==> config.mk <==
export PLATFORM = sky130hd
export DESIGN_NAME = key_conditioner_flat
export DESIGN_NICKNAME = d
export VERILOG_FILES = /design/src/rtl/key_conditioner_if.sv /design/src/rtl/key_conditioner.sv /design/src/flat_wrapper.sv
export SDC_FILE = /design/constraint.sdc
export NUM_CORES = 1
export LEC_CHECK = 0
export CAP_MARGIN = 10
export CORE_ASPECT_RATIO = 1.25
export CORE_MARGIN = 3
export CORE_UTILIZATION = 52
export DETAILED_ROUTE_END_ITERATION = 10
export GPL_ROUTABILITY_DRIVEN = 0
export GPL_TIMING_DRIVEN = 0
export PLACE_DENSITY = 0.72
export SLEW_MARGIN = 0
export SYNTH_ARGS = -nofsm -noshare
export SYNTH_HDL_FRONTEND = slang
export SYNTH_SLANG_ARGS = --single-unit
export TNS_END_PERCENT = 1
==> constraint.sdc <==
create_clock -name clock -period 3.7 [get_ports clock]
set_input_delay 0.74 -clock clock [delete_from_list [all_inputs] [get_ports clock]]
set_output_delay 0.74 -clock clock [all_outputs]
set_load 0.005 [all_outputs]
==> src/rtl/key_conditioner_if.sv <==
// key_conditioner_if: raw push-button pins in, debounced level and press/release strobes out
interface key_conditioner_if #(parameter int NUM_KEYS = 2);
    logic [NUM_KEYS-1:0] key_raw;
    logic [NUM_KEYS-1:0] key_level;
    logic [NUM_KEYS-1:0] key_down;
    logic [NUM_KEYS-1:0] key_up;
    logic [NUM_KEYS-1:0] key_long;
    modport master (output key_raw, input key_level, key_down, key_up, key_long);
    modport slave (input key_raw, output key_level, key_down, key_up, key_long);
endinterface

==> src/rtl/key_conditioner.sv <==
// key_conditioner: per-key synchroniser, debouncer and press/release pulse generator.
// Define KEY_AUTOREPEAT_EN to compile in the hold timeout and auto-repeat pulses.
module key_conditioner #(
    parameter int NUM_KEYS        = 2,
    parameter int DEBOUNCE_CYCLES = 1024,
    parameter int HOLD_CYCLES     = 65536,
    parameter int REPEAT_CYCLES   = 16384
) (
    input  logic             clock,
    input  logic             reset,
    key_conditioner_if.slave keys
);
`ifdef KEY_AUTOREPEAT_EN
    localparam int MAX_A      = (DEBOUNCE_CYCLES > HOLD_CYCLES) ? DEBOUNCE_CYCLES : HOLD_CYCLES;
    localparam int MAX_CYCLES = (MAX_A > REPEAT_CYCLES) ? MAX_A : REPEAT_CYCLES;
`else
    localparam int MAX_CYCLES = DEBOUNCE_CYCLES;
`endif
    localparam int CW = $clog2(MAX_CYCLES);
    localparam logic [CW-1:0] DEB_LAST = CW'(DEBOUNCE_CYCLES - 1);
`ifdef KEY_AUTOREPEAT_EN
    localparam logic [CW-1:0] HOLD_LAST = CW'(HOLD_CYCLES - 1);
    localparam logic [CW-1:0] REP_LAST  = CW'(REPEAT_CYCLES - 1);
`endif

    typedef enum logic [2:0] {
        IDLE         = 3'd0,
        PRESS_WAIT   = 3'd1,
        HELD         = 3'd2,
`ifdef KEY_AUTOREPEAT_EN
        REPEAT       = 3'd3,
`endif
        RELEASE_WAIT = 3'd4
    } state_t;

    logic [NUM_KEYS-1:0] w_level, w_down, w_up, w_long;

    for (genvar k = 0; k < NUM_KEYS; k++) begin : g_key
        logic [1:0]    r_sync;
        state_t        r_state, w_state_nx;
        logic [CW-1:0] r_cnt, w_cnt_nx;
        logic          r_level, r_down, r_up, r_long;
        logic          w_down_nx, w_up_nx, w_in;

        assign w_in = r_sync[1];

        always_ff @(posedge clock or posedge reset) begin
            if (reset) begin
                r_sync  <= '0;
                r_state <= IDLE;
                r_cnt   <= '0;
                r_level <= 1'b0;
                r_down  <= 1'b0;
                r_up    <= 1'b0;
                r_long  <= 1'b0;
            end else begin
                r_sync  <= {r_sync[0], keys.key_raw[k]};
                r_state <= w_state_nx;
                r_cnt   <= w_cnt_nx;
                r_level <= (w_state_nx != IDLE) && (w_state_nx != PRESS_WAIT);
                r_down  <= w_down_nx;
                r_up    <= w_up_nx;
`ifdef KEY_AUTOREPEAT_EN
                r_long  <= (w_state_nx == REPEAT);
`else
                r_long  <= 1'b0;
`endif
            end
        end

        // Every exit from a counting state clears the counter, so it never passes its terminal count.
        always_comb begin
            w_state_nx = r_state;
            w_cnt_nx   = r_cnt + 1'b1;
            w_down_nx  = 1'b0;
            w_up_nx    = 1'b0;
            case (r_state)
                IDLE: begin
                    w_cnt_nx = '0;
                    if (w_in) w_state_nx = PRESS_WAIT;
                end
                PRESS_WAIT: begin
                    if (!w_in) begin
                        w_state_nx = IDLE;
                        w_cnt_nx   = '0;
                    end else if (r_cnt == DEB_LAST) begin
                        w_state_nx = HELD;
                        w_down_nx  = 1'b1;
                        w_cnt_nx   = '0;
                    end
                end
                HELD: begin
`ifdef KEY_AUTOREPEAT_EN
                    if (!w_in) begin
                        w_state_nx = RELEASE_WAIT;
                        w_cnt_nx   = '0;
                    end else if (r_cnt == HOLD_LAST) begin
                        w_state_nx = REPEAT;
                        w_down_nx  = 1'b1;
                        w_cnt_nx   = '0;
                    end
`else
                    w_cnt_nx = '0;
                    if (!w_in) w_state_nx = RELEASE_WAIT;
`endif
                end
`ifdef KEY_AUTOREPEAT_EN
                REPEAT: begin
                    if (!w_in) begin
                        w_state_nx = RELEASE_WAIT;
                        w_cnt_nx   = '0;
                    end else if (r_cnt == REP_LAST) begin
                        w_down_nx = 1'b1;
                        w_cnt_nx  = '0;
                    end
                end
`endif
                RELEASE_WAIT: begin
                    if (w_in) begin
                        w_state_nx = HELD;
                        w_cnt_nx   = '0;
                    end else if (r_cnt == DEB_LAST) begin
                        w_state_nx = IDLE;
                        w_up_nx    = 1'b1;
                        w_cnt_nx   = '0;
                    end
                end
                default: begin
                    w_state_nx = IDLE;
                    w_cnt_nx   = '0;
                end
            endcase
        end

        assign w_level[k] = r_level;
        assign w_down[k]  = r_down;
        assign w_up[k]    = r_up;
        assign w_long[k]  = r_long;
    end

    assign keys.key_level = w_level;
    assign keys.key_down  = w_down;
    assign keys.key_up    = w_up;
    assign keys.key_long  = w_long;
endmodule
==> src/flat_wrapper.sv <==
// flat-port wrapper written by rule: the top's interface ports become plain ports
module key_conditioner_flat 
#(
    parameter int NUM_KEYS        = 2,
    parameter int DEBOUNCE_CYCLES = 1024,
    parameter int HOLD_CYCLES     = 65536,
    parameter int REPEAT_CYCLES   = 16384
)
  (clock, reset, keys_key_raw, keys_key_level, keys_key_down, keys_key_up, keys_key_long);
  key_conditioner_if #(.NUM_KEYS(NUM_KEYS)) keys_i ();
  input  logic clock;
  input  logic reset;
  input wire logic [$bits(keys_i.key_raw)-1:0] keys_key_raw;
  output wire logic [$bits(keys_i.key_level)-1:0] keys_key_level;
  output wire logic [$bits(keys_i.key_down)-1:0] keys_key_down;
  output wire logic [$bits(keys_i.key_up)-1:0] keys_key_up;
  output wire logic [$bits(keys_i.key_long)-1:0] keys_key_long;
  assign keys_i.key_raw = keys_key_raw;
  assign keys_key_level = keys_i.key_level;
  assign keys_key_down = keys_i.key_down;
  assign keys_key_up = keys_i.key_up;
  assign keys_key_long = keys_i.key_long;
  key_conditioner #(.NUM_KEYS(NUM_KEYS), .DEBOUNCE_CYCLES(DEBOUNCE_CYCLES), .HOLD_CYCLES(HOLD_CYCLES), .REPEAT_CYCLES(REPEAT_CYCLES)) u_core (.clock(clock), .reset(reset), .keys(keys_i));
endmodule
==> metrics.log <==
INFO  metric worstSetupPathType = reg -> out
INFO  metric die_h = between 60 and 70 um
INFO  metric syn_area = 1700 um2
INFO  metric worst-endpoint-required = 2960 ps
INFO  metric cts_resized = 0
INFO  metric areaGrowthSynthToFinish = 13.6%
INFO  metric tritoncts_clock_tree = yes
INFO  metric clk_latency = approximately 340 ps
INFO  metric num_rows = 22
INFO  metric arrival = approximately 1300 ps
INFO  metric maxClockFrequency = between 400 and 500 MHz
INFO  metric drive_above_1_share = 0.153
INFO  metric report.final.setup_viol = 0
INFO  metric initialDrtViolationCount = between 40 and 50
INFO  metric max-slew-margin-rel = 0.485
INFO  metric grt_setup_unrepaired = false
INFO  metric worst_ir_drop_vdd = between 0.2 and 0.3 mV
INFO  metric seq_area_frac_synth = 0.531
INFO  metric remaining_drc_errors = 0
INFO  metric maximum_clock_insertion_buffer_count = 2
INFO  metric cts_sinks = 36
INFO  metric die_width = ~57 um
INFO  metric layout_common_cells = 36 x sky130_fd_sc_hd__dfrtp_1, 18 x sky130_fd_sc_hd__nor2_1, 9 x sky130_fd_sc_hd__xor2_1, 9 x sky130_fd_sc_hd__clkdlybuf4s50_1, 8 x sky130_fd_sc_hd__buf_4
INFO  metric timing.critical_path.to_type = output port
INFO  metric syn_inst = roughly 160
INFO  metric post-route-util = 0.637
INFO  metric vias_in_the_first_global_route = 1168
INFO  metric number_of_routed_nets_with_antenna_violations = 0
INFO  metric gr-total-overflow = 0
INFO  metric seq_cells_post_synth = 36
INFO  metric final_period_minus_worst_setup_slack = around 2000 ps
INFO  metric ys_warn_count = 0
INFO  metric fin_total_pwr = ~0.67 mW
INFO  metric vias_per_cell = 5.54
INFO  metric max-cap-violations = 0
INFO  metric vias = around 1.2k
INFO  metric dieArea = between 3000 and 4000 um2
INFO  metric largest_driver_fanout_on_the_critical_path = 1
INFO  metric setup.worst_path.start = u_core.g_key[1].r_down
INFO  metric critPathLaunchType = flip-flop
INFO  metric min_period_over_period = 0.544
INFO  metric initial_utilization = 0.560
INFO  metric ctsHoldBuffers = 0
INFO  metric leading_register_cell_type_out_of_synthesis = sky130_fd_sc_hd__dfrtp_1
INFO  metric root_buffer = sky130_fd_sc_hd__clkbuf_4
INFO  metric synth.avg_cell_area = roughly 11 um2
INFO  metric drt-total-wl = between 2000 and 3000 um
INFO  metric synthArstFlopShare = 1.00
INFO  metric yosys.cell_types.count = 39
INFO  metric global_route.usage.total = 0.160
INFO  metric fin_skew = 7.06 ps
INFO  metric timing.hold.worst.start = u_core.g_key[0].r_sync[0]
INFO  metric cts_setup_buffers = 0
INFO  metric firstDrtPassIters = 4
INFO  metric nNetsFinal = around 180
INFO  metric initial_antenna_violation_count = 0
INFO  metric mostFrequentLayoutCell = sky130_fd_sc_hd__dfrtp_1
INFO  metric timing.rr.start = u_core.g_key[1].r_cnt[0]
INFO  metric ioPinCount = 12
INFO  metric core_region_area = just over 3000 um2
INFO  metric clkTransAtPathRegs = roughly 100 ps
INFO  metric max_slew.worst_pin.slew = between 700 and 800 ps
INFO  metric place.port_buffers = 9
INFO  metric path_type_of_the_worst_min_delay_path = reg -> reg
INFO  metric maximum_number_of_pins_on_one_net_before_global_route_repair = 20
INFO  metric antennaDiodeCount = 0
INFO  metric totalNegativeSetupSlack = 0 ps
INFO  metric report.final.slew_viol_count = 0
INFO  metric cts_max_level = 2
INFO  metric number_of_hold_slack_violations_in_the_final_timing_report = 0
INFO  metric grt_first_pass_wirelength = 4900 um
INFO  metric hold_ws = roughly 360 ps
INFO  metric synth_enable_flop_cells = 0
INFO  metric static_power_due_to_leakage = between 0.8 and 0.9 nW
INFO  metric numCtsBuffers = 5
INFO  metric dp_hpwl = about 1900 um
INFO  metric placement.cell_area = 1860 um2
INFO  metric outcome = finished, final reports clean
INFO  metric post-route-cell-area = 1930 um2
INFO  metric power-per-cell-area = around 350 nW/um2
INFO  metric routed_wire_length_per_instance = 12.9 um
-- routing by layer --
metal / GRT usage / routed length (um)
met1: 0.173 / 1200
met2: 0.260 / 1350
met3: 0.0555 / 100
met4: 0.106 / 81
met5: 0 / 0
-- final timing paths --
path	endpoint	slack [ps]	depth (start not counted)
worst max-delay path	keys_key_down[1]	1690	2
worst min-delay path	u_core.g_key[0].r_sync[1]	360	0
worst max register to register	u_core.g_key[1].r_level	1870	5
worst min register to register	u_core.g_key[0].r_sync[1]	360	0
max in group asynchronous	u_core.g_key[1].r_cnt[1]	2320	3
min in group asynchronous	u_core.g_key[1].r_down	830	2
-- report_power, final --
part | switching (mW) | internal, mW
Clock | 0.125 | 0.108
Combinational | 0.0175 | 0.0144
Sequential | 0.00506 | 0.398
Total | 0.148 | 0.521
-- cell type report --
cell class                      count  area, um2
Fill cell                         258       1100
Sequential cell                    36        901
Multi-Input combinational cell    106        689
Timing Repair Buffer               10        118
Buffer                             11       87.6
Clock buffer                        7       65.1
Tap cell                           36       45.0
Inverter                            6       22.5
-- Yosys cell counts (2+ instances only) --
master / instances / area [um2]
sky130_fd_sc_hd__a211oi_1: 2 / 15.0
sky130_fd_sc_hd__a21o_1: 2 / 15.0
sky130_fd_sc_hd__a21oi_1: 5 / 25.0
sky130_fd_sc_hd__and3_1: 2 / 12.5
sky130_fd_sc_hd__and4_1: 2 / 17.5
sky130_fd_sc_hd__buf_4: 8 / 60.1
sky130_fd_sc_hd__buf_6: 2 / 22.5
sky130_fd_sc_hd__dfrtp_1: 36 / 901
sky130_fd_sc_hd__ha_1: 2 / 25.0
sky130_fd_sc_hd__inv_1: 6 / 22.5
sky130_fd_sc_hd__nand2_1: 7 / 26.3
sky130_fd_sc_hd__nand3_1: 7 / 35.0
sky130_fd_sc_hd__nand3b_1: 2 / 15.0
sky130_fd_sc_hd__nand4_1: 5 / 31.3
sky130_fd_sc_hd__nor2_1: 18 / 67.6
sky130_fd_sc_hd__nor3_1: 3 / 15.0
sky130_fd_sc_hd__nor3b_1: 2 / 15.0
sky130_fd_sc_hd__nor4_1: 2 / 12.5
sky130_fd_sc_hd__o21ai_0: 4 / 20.0
sky130_fd_sc_hd__or2b_1: 2 / 15.0
sky130_fd_sc_hd__or3_1: 5 / 31.3
sky130_fd_sc_hd__or3b_1: 3 / 26.3
sky130_fd_sc_hd__or3b_2: 3 / 26.3
sky130_fd_sc_hd__xnor2_1: 5 / 43.8
sky130_fd_sc_hd__xor2_1: 9 / 78.8
-- critical path, cell delays in order, from the launching register on --
cell	delay (ps)
sky130_fd_sc_hd__dfrtp_1	380
sky130_fd_sc_hd__buf_4	120
sky130_fd_sc_hd__clkdlybuf4s50_1	430
-- metrics by stage --
stage          instances  worst slack (ps)
2_1_floorplan        159              2090
3_3_place_gp         204              1420
3_5_place_dp         205              1880
4_1_cts              212              1650
5_1_grt              212              1610
6_report             212              1690
-- kinds of logic after synthesis --
logic type | share of synthesized area
buf+inv | 0.0649
fa+ha+maj | 0.0147
other cells | 0.00221
simple gates | 0.256
compound gates | 0.0590
xor+xnor | 0.0723
flops | 0.531
-- flip-flops by register name (all words and copies together) (netlist names) --
signal / cells
u_core.g_key.r_cnt: 20
u_core.g_key.r_level: 2
u_core.g_key.r_state: 6
u_core.g_key.r_up: 2
u_core.g_key.r_sync: 4
u_core.g_key.r_down: 2
Note: power is estimated with default switching activity, not from simulation.
